**src/rtl/morse_pkg.sv**
```systemverilog
// Shared types, unit lengths and the hex-to-Morse code ROM for morse_tx.
package morse_pkg;

  typedef enum logic [1:0] {
    S_IDLE,
    S_MARK,
    S_SPACE,
    S_CHAR_GAP
  } state_e;

  localparam logic [1:0] DOT_UNITS      = 2'd1;
  localparam logic [1:0] DASH_UNITS     = 2'd3;
  localparam logic [1:0] ELEM_GAP_UNITS = 2'd1;
  localparam logic [1:0] CHAR_GAP_UNITS = 2'd3;

  // Returns {len[2:0], pat[4:0]}; pattern is left-aligned, bit 4 = first element, 1 = dash.
  function automatic logic [7:0] code_rom(input logic [3:0] sym);
    logic [7:0] c;
    case (sym)
      4'h0:    c = {3'd5, 5'b11111};
      4'h1:    c = {3'd5, 5'b01111};
      4'h2:    c = {3'd5, 5'b00111};
      4'h3:    c = {3'd5, 5'b00011};
      4'h4:    c = {3'd5, 5'b00001};
      4'h5:    c = {3'd5, 5'b00000};
      4'h6:    c = {3'd5, 5'b10000};
      4'h7:    c = {3'd5, 5'b11000};
      4'h8:    c = {3'd5, 5'b11100};
      4'h9:    c = {3'd5, 5'b11110};
      4'hA:    c = {3'd2, 5'b01000};
      4'hB:    c = {3'd4, 5'b10000};
      4'hC:    c = {3'd4, 5'b10100};
      4'hD:    c = {3'd3, 5'b10000};
      4'hE:    c = {3'd1, 5'b00000};
      default: c = {3'd4, 5'b00100};
    endcase
    return c;
  endfunction

endpackage

```
**src/rtl/morse_unit_timer.sv**
```systemverilog
// Prescaler for morse_tx: one-cycle unit_tick_o every UNIT_CYCLES clocks, restarted by clr_i.
module morse_unit_timer #(
  parameter int UNIT_CYCLES = 12_500_000
) (
  input  logic clk,
  input  logic rst_n,
  input  logic clr_i,
  output logic unit_tick_o
);

  localparam int CW = $clog2(UNIT_CYCLES);
  localparam logic [CW-1:0] LAST = CW'(UNIT_CYCLES - 1);

  logic [CW-1:0] cnt_q;

  always_ff @(posedge clk) begin
    if (!rst_n)             cnt_q <= '0;
    else if (clr_i)         cnt_q <= '0;
    else if (cnt_q == LAST) cnt_q <= '0;
    else                    cnt_q <= cnt_q + 1'b1;
  end

  assign unit_tick_o = (cnt_q == LAST);

endmodule

```
**src/rtl/morse_tx.sv**
```systemverilog
// Hex key value to timed Morse tone. Optional abort input enabled by MORSE_TX_ABORT_EN.
//   state      | meaning
//   S_IDLE     | ready, waiting for a symbol
//   S_MARK     | tone on, one dot or dash
//   S_SPACE    | 1-unit gap between elements
//   S_CHAR_GAP | 3-unit gap closing the character
module morse_tx
  import morse_pkg::*;
#(
  parameter int UNIT_CYCLES = 12_500_000
) (
  input  logic       clk,
  input  logic       rst_n,
`ifdef MORSE_TX_ABORT_EN
  input  logic       abort,
`endif
  input  logic       sym_valid,
  input  logic [3:0] sym_data,
  output logic       sym_ready,
  output logic       tone,
  output logic       busy,
  output logic       done
);

  state_e     state_q, state_d;
  logic [2:0] len_q, len_d;
  logic [4:0] pat_q, pat_d;
  logic [2:0] elem_q, elem_d;
  logic [1:0] unit_q, unit_d;
  logic       tone_q, tone_d;
  logic       done_q, done_d;
  logic [1:0] need;
  logic       unit_tick;
  logic       units_done;
  logic       state_chg;
  logic       abort_w;

`ifdef MORSE_TX_ABORT_EN
  assign abort_w = abort;
`else
  assign abort_w = 1'b0;
`endif

  always_comb begin
    need = CHAR_GAP_UNITS;
    case (state_q)
      S_MARK:  need = pat_q[4] ? DASH_UNITS : DOT_UNITS;
      S_SPACE: need = ELEM_GAP_UNITS;
      default: need = CHAR_GAP_UNITS;
    endcase
  end

  assign units_done = unit_tick && (unit_q == need - 2'd1);

  always_comb begin
    state_d = state_q;
    len_d   = len_q;
    pat_d   = pat_q;
    elem_d  = elem_q;
    done_d  = 1'b0;
    case (state_q)
      S_IDLE: begin
        if (sym_valid) begin
          {len_d, pat_d} = code_rom(sym_data);
          elem_d  = 3'd0;
          state_d = S_MARK;
        end
      end
      S_MARK: begin
        if (units_done) begin
          pat_d   = {pat_q[3:0], 1'b0};
          elem_d  = elem_q + 3'd1;
          state_d = (elem_q == len_q - 3'd1) ? S_CHAR_GAP : S_SPACE;
        end
      end
      S_SPACE: begin
        if (units_done) state_d = S_MARK;
      end
      default: begin
        if (units_done) begin
          state_d = S_IDLE;
          done_d  = 1'b1;
        end
      end
    endcase
    // Abort only affects an active character; an accept in IDLE takes priority.
    if (abort_w && state_q != S_IDLE) begin
      state_d = S_IDLE;
      done_d  = 1'b0;
    end
  end

  assign state_chg = (state_d != state_q);
  assign unit_d    = state_chg ? 2'd0 : (unit_tick ? unit_q + 2'd1 : unit_q);
  assign tone_d    = (state_d == S_MARK);

  always_ff @(posedge clk) begin
    if (!rst_n) begin
      state_q <= S_IDLE;
      len_q   <= '0;
      pat_q   <= '0;
      elem_q  <= '0;
      unit_q  <= '0;
      tone_q  <= 1'b0;
      done_q  <= 1'b0;
    end else begin
      state_q <= state_d;
      len_q   <= len_d;
      pat_q   <= pat_d;
      elem_q  <= elem_d;
      unit_q  <= unit_d;
      tone_q  <= tone_d;
      done_q  <= done_d;
    end
  end

  morse_unit_timer #(.UNIT_CYCLES(UNIT_CYCLES)) u_timer (
    .clk         (clk),
    .rst_n       (rst_n),
    .clr_i       (state_chg || state_q == S_IDLE),
    .unit_tick_o (unit_tick)
  );

  assign sym_ready = (state_q == S_IDLE);
  assign busy      = ~sym_ready;
  assign tone      = tone_q;
  assign done      = done_q;

endmodule

```
**config.mk**
```make
export PLATFORM = sky130hd
export DESIGN_NAME = morse_tx
export DESIGN_NICKNAME = d
export VERILOG_FILES = /design/src/rtl/morse_pkg.sv /design/src/rtl/morse_unit_timer.sv /design/src/rtl/morse_tx.sv
export SDC_FILE = /design/constraint.sdc
export NUM_CORES = 1
export LEC_CHECK = 0
export ABC_AREA = 1
export BUFFER_PORTS_ARGS = -buffer_cell sky130_fd_sc_hd__buf_2
export CAP_MARGIN = 20
export CORE_MARGIN = 8
export CORE_UTILIZATION = 60
export CTS_BUF_LIST = sky130_fd_sc_hd__clkbuf_2
export DETAILED_ROUTE_END_ITERATION = 10
export PLACE_DENSITY = 0.79
export SLEW_MARGIN = 10
export SYNTH_ARGS = -nofsm -noshare
export SYNTH_HDL_FRONTEND = slang
export SYNTH_SLANG_ARGS = --single-unit
```
**constraint.sdc**
```tcl
create_clock -name clk -period 2.7 [get_ports clk]
set_input_delay 0.135 -clock clk [delete_from_list [all_inputs] [get_ports clk]]
set_output_delay 0.135 -clock clk [all_outputs]
set_load 0.01 [all_outputs]
```
### After elaboration in Yosys (flattened, before gate mapping)

Memory sizes are Yosys's and may differ from the RTL's.
Cells that the tools add are included.

| operators by class | value |
|---|---|
| bitwise gates (word level) | 2 |
| equal/unequal tests | 9 |
| add/subtract/negate cells | 5 |
| multiplexer cells | 15 |
| reductions and logical operators | 9 |

Operators by type and width:

| kind | number |
|---|---|
| adder 24 x 1 -> 24 bit (second input constant) | 1 |
| equality test 24 bit (second input constant) | 1 |
| two-way mux 2 bit | 5 |
| two-way mux 5 bit | 2 |
| one-hot mux 5 bit (2 select lines) | 1 |
| two-way mux 3 bit | 2 |
| one-hot mux 2 bit (3 select lines) | 1 |
| one-hot mux 3 bit (2 select lines) | 1 |
| equality test 2 x 1 -> 1 bit (second input constant) | 2 |
| inequality test 2 bit (second input constant) | 2 |
| one-hot mux 2 bit (2 select lines) | 1 |
| OR reduction 4 bit | 1 |
| adder 3 x 1 -> 3 bit (second input constant) | 1 |
| equality test 3 bit | 1 |
| AND reduction 3 bit | 1 |
| OR reduction 3 bit | 1 |
| subtractor 3 x 1 -> 3 bit (second input constant) | 1 |
| adder 2 x 1 -> 2 bit (second input constant) | 1 |
| equality test 2 bit | 1 |
| equality test 2 bit (second input constant) | 1 |
| zero test 2 bit | 1 |
| two-way mux 1 bit | 2 |
| inequality test 2 bit | 1 |
| inverter 1 bit | 2 |
| 6 further kinds | 6 |

| word-level totals | value |
|---|---|
| flip-flop bits (word level) | 41 |
| memories | 1 |
| output and inout bits | 4 |
| word-level logic and storage cells | 49 |
| memory bits (read-only) | 128 |
| input bits | 7 |

Memories:

| name | words | bits a word | rd ports | clocked after Yosys merged registers in | write ports | RTL line | RTL |
|---|---|---|---|---|---|---|---|
| (name not given) | 16 | 8 | 1 | 0 | 0 | morse_pkg.sv:19 | `case (sym)` |

### Depth between registers and ports, before layout

Gate-level depths: netlist (run 1).

| logic depth | value |
|---|---|
| word-level depth | 10 |
| gate-level depth with buffers | 18 |
| gate-level depth less buffers | 16 |

### Hierarchy

Synthesis (run 1) repeated with hierarchy kept, for this count alone.

| second synthesis, totals | value |
|---|---|
| cell total of the unflattened synthesis | 365 |
| area, all modules | 2499.9 sq um |

By module, submodules not included:

| module | cells an instance | sequential area each (sq um) | times used | area each (sq um) |
|---|---|---|---|---|
| morse_unit_timer | 201 | 480.5 | 1 | 1330.0 |
| morse_tx | 164 | 340.3 | 1 | 1169.9 |

### Worst setup path before layout (run 1)

OpenSTA, ideal clock, no wires.

| timing | value |
|---|---|
| path kind | register to register |
| from | register state_q[1] |
| to | register u_timer.cnt_q[11] |
| data arrival time | 1.951 ns |
| required time | 2.583 ns |
| period minus slack after synthesis | 2.068 ns |
| stages on the path, launching flop included | 19 |
| path slack | 0.632 ns |
| path through | dfxtp_1 inv_1 ha_1 buf_6 inv_4 nand2_2 nand3_1 nand2_1 nor2_1 nand3_2 nand2_1 nand2_1 nand2_1 nand2_1 nand2_1 nand2_2 nand4_4 buf_6 nor2_2 |

| on the way | value |
|---|---|
| word-level cells in the longest chain between the ends | 10 |
| elaborated cells between the ends (all ways) | 15 |

Ends and longest elaborated chain:

| element | RTL line | RTL |
|---|---|---|
| from (decl) | morse_tx.sv:25 | `state_e state_q, state_d;` |
| from (signal assigned) | morse_tx.sv:107 | `state_q <= state_d;` |
| equality test 2 bit or equality test 2 x 1 -> 1 bit (tied branches) | morse_tx.sv:46, morse_tx.sv:61 |  |
| one-hot mux 2 bit (2 select lines) | morse_tx.sv:46 | `case (state_q)` |
| subtractor 2 x 1 -> 2 bit | morse_tx.sv:53 | `assign units_done = unit_tick && (unit_q == need - 2'd1);` |
| equality test 2 bit | morse_tx.sv:53 |  |
| logical AND 1 bit | morse_tx.sv:53 |  |
| two-way mux 2 bit (on tied branches) | morse_tx.sv:80, morse_tx.sv:70, morse_tx.sv:77 |  |
| one-hot mux 2 bit (3 select lines) | morse_tx.sv:61 | `case (state_q)` |
| inequality test 2 bit | morse_tx.sv:93 | `assign state_chg = (state_d != state_q);` |
| logical OR 1 bit (*) | morse_tx.sv:120 | `.clr_i (state_chg \|\| state_q == S_IDLE),` |
| OR reduction 3 bit (no line) (*) | - |  |
| to (signal assigned) | morse_unit_timer.sv:20 | `else cnt_q <= cnt_q + 1'b1;` |
| to (decl) | morse_unit_timer.sv:14 | `logic [CW-1:0] cnt_q;` |

Every way passes the cells marked *; elsewhere a longest branch is shown, timed or not.
A chain may end at the register's enable or synchronous reset.

### Worst setup path after layout (run 1)

| timing | value |
|---|---|
| from | register state_q[0] |
| to | register u_timer.cnt_q[0] |

The elaborated chain is that of the path after synthesis.

==> run metrics, run 1 <==
Final Cycle Share=0.9025; post-route ant nets=0; Distinct cells, synth=32; I/O pins=11; GRT Util Overall=0.1485; 1st-iter DRT viols=112; Slew Limit Fails=0; register area share after synthesis=0.3504; Max Freq=410.4 MHz; Die Area=0.006159 sq mm; top cells by area, synth=dfxtp_1, xor2_1, inv_1, nand2_1, ha_1; Worst EP arrival=2.73 ns; wire per inst=11.81 um; final net count=342; Vias=1,961; drt pass-1 iters=4; DP Cell Count=363; Initial Utilization=0.6303; Post-Synthesis Cells=310; slew margin rel.=0.7805; Worst-Skew Late Latency=0.40 ns; clock transition at the registers of the reported paths=0.18 ns; initial antenna violation count=0; final setup skew=0.01884 ns; yosys warns=0; Hold Violations, Final=0; TritonCTS Buffers=5; CTS max path bufs=2; final core utilization=0.6690; routed wire length=4.392 mm; vias in the first global route=1,847; fin worst setup slack=0.2634 ns; height of the die=78.48 um; pre-CTS setup slack=0.1293 ns; Hold Path Origin=rst_n; outcome=completed; root buffer cell=clkbuf_2; WHS=0.05025 ns; Critical Path RT=3.00 ns; ratio of cells with drive above 1 in the final layout=0.1605; LEAKAGE=0.9448 nW; diode count=0; first-pass GRT wire length=7.596 mm; GRT overflow=0; syn nets=328; min-delay worst type=in2reg; Synth area leader=dfxtp_1; WS Path Type=reg2reg; Setup violations, final=0; Critical R2R Launch=state_q[0]; hold_buf cts=0; post-route insts no fill=372; H-tree Lvls=2; Syn Area/Cell=7.556 sq um; Final TNS setup=0 ns; worst slew pin tran=0.3293 ns; largest net degree at the start of global routing=25; crit end category=flip-flop; Detail Placement HPWL=3.193 mm; min Tclk post-route=2.437 ns; peak fanout along the critical path=12; Max VDD drop=307.9 uV; maxcap violations=0; Vias/cell=5.272; Seq cells post-synth=41; Yosys top cell area share=0.3504; RSZ-0062 raised after global routing=false; DRC Markers=0; row count=22; cell area after synthesis=0.002342 sq mm; IO Port Bufs=10; crit path launch=state_q[0]; Area Overhead vs Synth=6.143%; Die Span X=78.48 um; pwr dens=422.4 mW/mm^2; CTS tree=yes; global placer's final weighted congestion=0.8933; CTS sink count=41; Critical Path Source Type=flip-flop; Core Area=0.003716 sq mm
synthesized netlist by cell type:
cell type and n:
nand4_1 12, nand2_2 2, dfxtp_1 41, and3_1 2
o21ai_1 1, ha_1 11, a31oi_1 2, o211ai_1 3
nand4_4 1, a21oi_1 15, nand3_2 4, inv_4 1
o21ai_0 11, nor3_2 1, nor2_4 3, a221oi_1 1
clkbuf_1 1, xor2_1 20, buf_6 3, nor4_1 1
xnor2_1 7, a211oi_1 1, clkinv_1 1, nor3_1 8
buf_2 1, nand2_1 42, o31ai_1 1, inv_1 44
nor2_2 20, nand3_1 12, or2_2 1, nor2_1 36
area by class of cell:
class,count,area [sq um]
clock buffers,6,30.03
clock inverters,1,3.754
fillers,317,1230
inverters,46,175.2
multi-input cells,219,1325
flip-flops and latches,41,822.0
well taps,48,60.06
repair buffers,11,70.07
power by group:
part	internal, mW	switching, mW
Clock	0.0604	0.189
Sequential	0.624	0.0119
Combinational	0.0566	0.108
routing by layer:
| layer | part of all wire | GRT usage |
|---|---|---|
| met5 | 0 | 0 |
| met4 | 0.014 | 0.04444 |
| met3 | 0.047 | 0.04556 |
| met2 | 0.47 | 0.2560 |
| met1 | 0.47 | 0.1716 |
registers in the layout (all words and copies together) (netlist names):
signal,flops
len_q,3
u_timer.cnt_q,24
tone,1
done,1
unit_q,2
elem_q,3
state_q,2
pat_q,5
worst paths after layout:
check	to	slack, ns	depth (start not counted)
max	u_timer.cnt_q[0]	0.26	12
min	pat_q[3]	0.05	3
min reg2reg	u_timer.cnt_q[0]	0.47	1
max reg2reg	u_timer.cnt_q[0]	0.26	12
stage by stage:
stage                     instance area [sq um]  power [mW]
after detailed placement                   2410      0.7989
after global routing                       2486       1.107
after floorplan                            2342      0.7703
final                                      2486       1.050
after global placement                     2410      0.7976
after CTS                                  2444       1.043
layout by cell type, fill, tap and decap left out, types with 3 or more instances in the layout:
master	Yosys	routed
inv_1	44	44
nand2_1	42	42
dfxtp_1	41	40
nor2_1	36	36
xor2_1	20	20
nor2_2	20	20
a21oi_1	15	15
nand3_1	12	12
nand4_1	12	12
o21ai_0	11	11
ha_1	11	11
buf_2	1	10
nor3_1	8	8
xnor2_1	7	7
clkbuf_2	0	6
nand3_2	4	4
nor2_4	3	3
o211ai_1	3	3
repair_timing:
action / in CTS / in global routing
setup buffers: 0 / 1
resized for setup: 0 / 2
setup endpoints to repair: 0 / 24
cells by family (layout without fill, tap and decap cells):
kind of cell | Yosys count | after routing | share of synthesized area
AOI/OAI and AO/OA | 35 | 35 | 0.08280
and+or+nand+nor | 145 | 146 | 0.3141
buffers and inverters | 51 | 64 | 0.09294
xor gates and xnor gates | 27 | 27 | 0.1010
adders and majority gates | 11 | 11 | 0.05876
DFF | 41 | 41 | 0.3504
worst max-delay path: stages, from the launching register on:
cell and delay, ns:
dfxtp_1 0.48, ha_1 0.39, nand2_1 0.13, nand3_1 0.10, nand2_1 0.05, nor2_1 0.17, nand3_2 0.15, nand3_1 0.14
nand3_1 0.10, nand2_1 0.07, clkinv_1 0.20, nand4_4 0.32, nor2_1 0.06
Power figures use the tool's default switching activity.
==> run 2: changes to the inputs <==
- SYNTH_HIERARCHICAL: default -> 1
==> run metrics, run 2 <==
worst slew pin tran=0.4446 ns; slowest CP cell=dfxtp_2; root buffer cell=clkbuf_2; Largest regs=u_timer/cnt_q (24), pat_q (5); WS Path Type=reg2reg; cell class contributing the biggest share of worst-path delay=simple AND/OR/NAND/NOR gates; Worst EP arrival=2.93 ns; Final Cycle Share=0.9551; cell with the most instances after synthesis=nand2_1; GRT overflow=0; NetSw=0.3236 mW; Vias=2,257; CTS tree=yes; wire per inst=11.99 um; row count=23; Setup violations, final=0; top cells by area, synth=dfxtp_1, nand2_1, inv_1, nor2_1, ha_1; Max stage delay on crit path=0.39 ns; post-route insts no fill=438; min-delay worst type=in2reg; Critical Path RT=3.05 ns; Largest Register=u_timer/cnt_q; drt pass-1 iters=4; commonest cells after routing, fill and taps aside=nand2_1, inv_1, nor2_1; outcome=completed; DRC Markers=0; Critical Path Stages=18; Max Freq=387.8 MHz; Slew Limit Fails=0; CP most frequent cell=nand2_1; Yosys top cell area share=0.3283; CTS max path bufs=2; FF-to-FF setup slack=0.12 ns; switching share of power=0.2578; WHS=0.08529 ns; Post-synth top cells=nand2_1, inv_1, nor2_1; I/O pins=11; H-tree Lvls=2; register area share after synthesis=0.3283; Die Area=0.006488 sq mm; global placer's final weighted congestion=0.8484; Worst-Skew Late Latency=0.40 ns; final setup skew=0.01230 ns; first-pass GRT wire length=8.528 mm; min Tclk post-route=2.579 ns; IO Port Bufs=10; Critical Path Sink=u_timer/cnt_q[23]; initial antenna violation count=0; combinational power share=0.135; Synth area leader=dfxtp_1; ys async rst share=0; final core utilization=0.7000; clock transition at the registers of the reported paths=0.21 ns; diode count=0; LEAKAGE=1.105 nW; FF-to-FF End=u_timer/cnt_q[23]; slew margin rel.=0.7033; Core Area=0.004000 sq mm; Initial Utilization=0.6250; Max VDD drop=290.6 uV; ratio of cells with drive above 1 in the final layout=0.1753; Post-Synthesis Cells=365; Detail Placement HPWL=3.769 mm; crit end category=flip-flop; routed wire length=5.252 mm; Critical R2R Launch=u_timer/cnt_q[0]; Seq pwr share=0.505; Vias/cell=5.153; Distinct cells, synth=37; TritonCTS Buffers=5; Pint=0.9315 mW; Top FF cell, synth=dfxtp_1; commonest non-fill, non-tap cell in the layout=nand2_1; 1st-iter DRT viols=135; cell area after synthesis=0.002500 sq mm; pwr dens=448.2 mW/mm^2; maxcap violations=0; r2r worst-path depth=18; Clock power frac=0.360; post-route ant nets=0; final net count=405; CTS sink count=41; Syn Area/Cell=6.849 sq um; CP cell instances=ha_2 -> nand3_1 -> nor2_1 -> nand3_2 -> inv_2 -> inv_1 -> nor2_2 -> nand3_2 -> a21oi_2 -> nand2_1 -> nand2_1 -> nand2_1 -> nand2_2 -> nand4_1 -> nor2_4 -> buf_12 -> nand2_4 -> nor2_1; EDFF count, synth=0; GRT Util Overall=0.1617; syn nets=383; Area Overhead vs Synth=12.01%; crit path buf inv count=3; Die Span X=80.55 um; yosys warns=6; Seq cells post-synth=41; crit path launch=u_timer/cnt_q[0]; vias in the first global route=2,063; Hold Violations, Final=0; largest net degree at the start of global routing=25; DP Cell Count=423; Critical Path Source Type=flip-flop; peak fanout along the critical path=6; height of the die=80.55 um; max reg flops=24
## run 2: worst min-delay path by stage
stage | cells past startpoint | end | startpoint | slack (ns)
floorplan | 2 | len_q[2] | rst_n | 0.28
global placement | 1 | u_timer/cnt_q[0] | u_timer/cnt_q[0] | 0.43
detailed placement | 3 | len_q[2] | rst_n | 0.45
CTS | 4 | pat_q[4] | sym_data[3] | 0.06
global route | 4 | pat_q[4] | sym_data[3] | 0.07
finish | 4 | pat_q[4] | sym_data[3] | 0.09
## run 2: worst register-to-register path: cells and delay by family, from the launching register on
kind,cells,cell delay (ns)
buf+inv,3,0.30
compound gates,1,0.13
fa+ha+maj,1,0.20
flops,1,0.39
simple gates,13,1.51
## run 2: final cells by class
type,count,area (sq um)
Inverter,58,225.2
Tap cell,50,62.56
Fill cell,339,1200
Clock inverter,3,65.06
Timing Repair Buffer,17,117.6
Clock buffer,5,25.02
Sequential cell,41,824.5
Multi-Input combinational cell,264,1480
## run 2: power groups by stage
stage / Combinational [mW] / Sequential, mW / Clock (mW)
6_report: 0.170 / 0.633 / 0.452
5_1_grt: 0.190 / 0.636 / 0.492
4_1_cts: 0.157 / 0.633 / 0.462
3_5_place_dp: 0.155 / 0.645 / 0
3_3_place_gp: 0.152 / 0.645 / 0
2_1_floorplan: 0.122 / 0.644 / 0
## run 2: logic make-up after synthesis
group,count (synthesis),share of synthesized area
AO/OA/AOI/OAI,51,0.1176
XOR/XNOR,11,0.03854
adder cells (fa/ha/maj),11,0.05505
buffers and inverters,63,0.1056
flip-flops,41,0.3283
AND/OR/NAND/NOR,188,0.3549
## run 2: through the flow
stage          TNS [ns]  worst slack (ns)  instance area [sq um]  power, mW
2_1_floorplan         0            0.4792                   2500     0.7663
3_3_place_gp          0            0.1562                   2596     0.7963
3_5_place_dp          0           0.04151                   2596     0.7997
4_1_cts               0           0.04505                   2701      1.253
5_1_grt          -1.404          -0.09464                   2800      1.319
6_report              0            0.1212                   2800      1.255
## run 2: timing repair
action	CTS	global route
hold buffers	1	0
pin swaps	0	4
endpoints found under the hold margin	1	0
gates resized for setup	1	14
cloned	0	3
setup endpoints to repair	1	24
buffers inserted	0	3
## run 2: layer usage
layer  global-route usage  vias up  share of wire
li1                     -     1193              -
met1               0.1766     1012           0.44
met2               0.2863       41           0.51
met3              0.04464       11          0.033
met4              0.06364        0          0.019
met5                    0        -              0
==> run 3: changes to the inputs <==
- RECOVER_POWER: default -> 50
==> run metrics, run 3 (synthesized netlist as in run 2, its figures left out) <==
Hold Path Origin=sym_data[3]; root buffer cell=clkbuf_2; min-delay worst type=in2reg; Critical Path Source Type=flip-flop; Die Span X=80.55 um; commonest non-fill, non-tap cell in the layout=nand2_1; Critical R2R Launch=u_timer/cnt_q[0]; peak fanout along the critical path=6; Setup violations, final=0; Hold Violations, Final=0; placed cell areas=0.002596 sq mm; Largest Register=u_timer/cnt_q; maxcap violations=0; final setup skew=0.01226 ns; height of the die=80.55 um; Endpoint, Worst Hold=pat_q[4]; CTS sink count=41; row count=23; Worst-Skew Late Latency=0.40 ns; final net count=405; ratio of cells with drive above 1 in the final layout=0.1649; slowest CP cell=dfxtp_2; CTS max path bufs=2; cell class contributing the biggest share of worst-path delay=simple AND/OR/NAND/NOR gates; I/O pins=11; CP cell instances=ha_2 -> nand3_1 -> nor2_1 -> nand3_2 -> inv_2 -> inv_1 -> nor2_2 -> nand3_2 -> a21oi_2 -> nand2_1 -> nand2_1 -> nand2_1 -> nand2_2 -> nand4_1 -> nor2_4 -> buf_12 -> nand2_4 -> nor2_1; clock transition at the registers of the reported paths=0.21 ns; Vias=2,272; global placer's final weighted congestion=0.8484; Detail Placement HPWL=3.769 mm; DRC Markers=0; fin area=0.002795 sq mm; FF-to-FF setup slack=0.12 ns; GRT Util Overall=0.1617; outcome=completed; Worst EP arrival=2.93 ns; worst slew pin tran=0.4434 ns; routed wire length=5.234 mm; hold path depth=4; crit path buf inv count=3; commonest cells after routing, fill and taps aside=nand2_1, inv_1, nor2_1; Slew Limit Fails=0; pwr dens=448.5 mW/mm^2; vias in the first global route=2,063; Initial Utilization=0.6250; Vias/cell=5.187; Area Overhead vs Synth=11.81%; 1st-iter DRT viols=136; LEAKAGE=1.092 nW; TritonCTS Buffers=5; Critical Path RT=3.05 ns; first-pass GRT wire length=8.528 mm; Max stage delay on crit path=0.39 ns; wire per inst=11.95 um; r2r worst-path depth=18; GRT overflow=0; Final Cycle Share=0.9539; CP most frequent cell=nand2_1; crit path launch=u_timer/cnt_q[0]; slew margin rel.=0.7041; FF-to-FF End=u_timer/cnt_q[23]; Core Area=0.004000 sq mm; Max Freq=388.3 MHz; WHS=0.08441 ns; max reg flops=24; crit end category=flip-flop; post-route ant nets=0; WS Path Type=reg2reg; min Tclk post-route=2.576 ns; drt pass-1 iters=4; diode count=0; Largest regs=u_timer/cnt_q (24), pat_q (5); initial antenna violation count=0; CTS tree=yes; largest net degree at the start of global routing=25; IO Port Bufs=10; H-tree Lvls=2; Max VDD drop=290.6 uV; Die Area=0.006488 sq mm
run 3: changes by cell type in the layout (fill, tap and decap cells not counted):
cell,before,now
buf_2,10,6
clkbuf_1,0,4
run 3: worst max-delay path by stage:
stage                         to  slack (ns)  cells past startpoint
2_1_floorplan  u_timer/cnt_q[10]        0.48                     18
3_3_place_gp   u_timer/cnt_q[18]        0.16                     17
3_5_place_dp   u_timer/cnt_q[16]        0.04                     17
4_1_cts        u_timer/cnt_q[16]        0.05                     17
5_1_grt        u_timer/cnt_q[11]       -0.09                     18
6_report       u_timer/cnt_q[23]        0.12                     18
run 3: worst min-delay path: cells and delay by family:
| family | cells | cell delay [ns] |
|---|---|---|
| and+or+nand+nor | 1 | 0.06 |
| AOI/OAI and AO/OA | 2 | 0.16 |
| buffers and inverters | 1 | 0.12 |
run 3: what timing repair did:
action	CTS	global route
hold endpoints to repair	1	0
hold buffers	1	0
pin swaps	0	4
gates resized for setup	1	14
setup buffers	0	3
endpoints found under the setup margin	1	24
cloned	0	3
run 3: final cells by class:
type / instances / area (sq um)
clock buffers: 5 / 25.02
clock inverters: 3 / 65.06
fillers: 340 / 1205
inverters: 58 / 225.2
multi-input cells: 264 / 1480
flip-flops and latches: 41 / 824.5
well taps: 50 / 62.56
repair buffers: 17 / 112.6
run 3: metal layers:
layer / GRT usage / wire length (um)
met4: 0.06364 / 106
met5: 0 / 0
met1: 0.1766 / 2286
met2: 0.2863 / 2662
met3: 0.04464 / 178
run 3: stage by stage:
step           cells  worst slack, ns  TNS [ns]    util  power [mW]
3_5_place_dp     423          0.04151         0  0.6490      0.7997
4_1_cts          432          0.04505         0  0.6753       1.253
2_1_floorplan    365           0.4792         0       -      0.7663
3_3_place_gp     423           0.1562         0  0.6490      0.7963
6_report         438           0.1243         0  0.6988       1.254
5_1_grt          438         -0.09465    -1.404  0.6988       1.318
run 3: power breakdown:
part	total (mW)	internal, mW	switching (mW)	leakage (nW)
Sequential	0.633	0.623	0.0103	0.334
Clock	0.452	0.248	0.204	0.0529
Combinational	0.168	0.0596	0.109	0.705
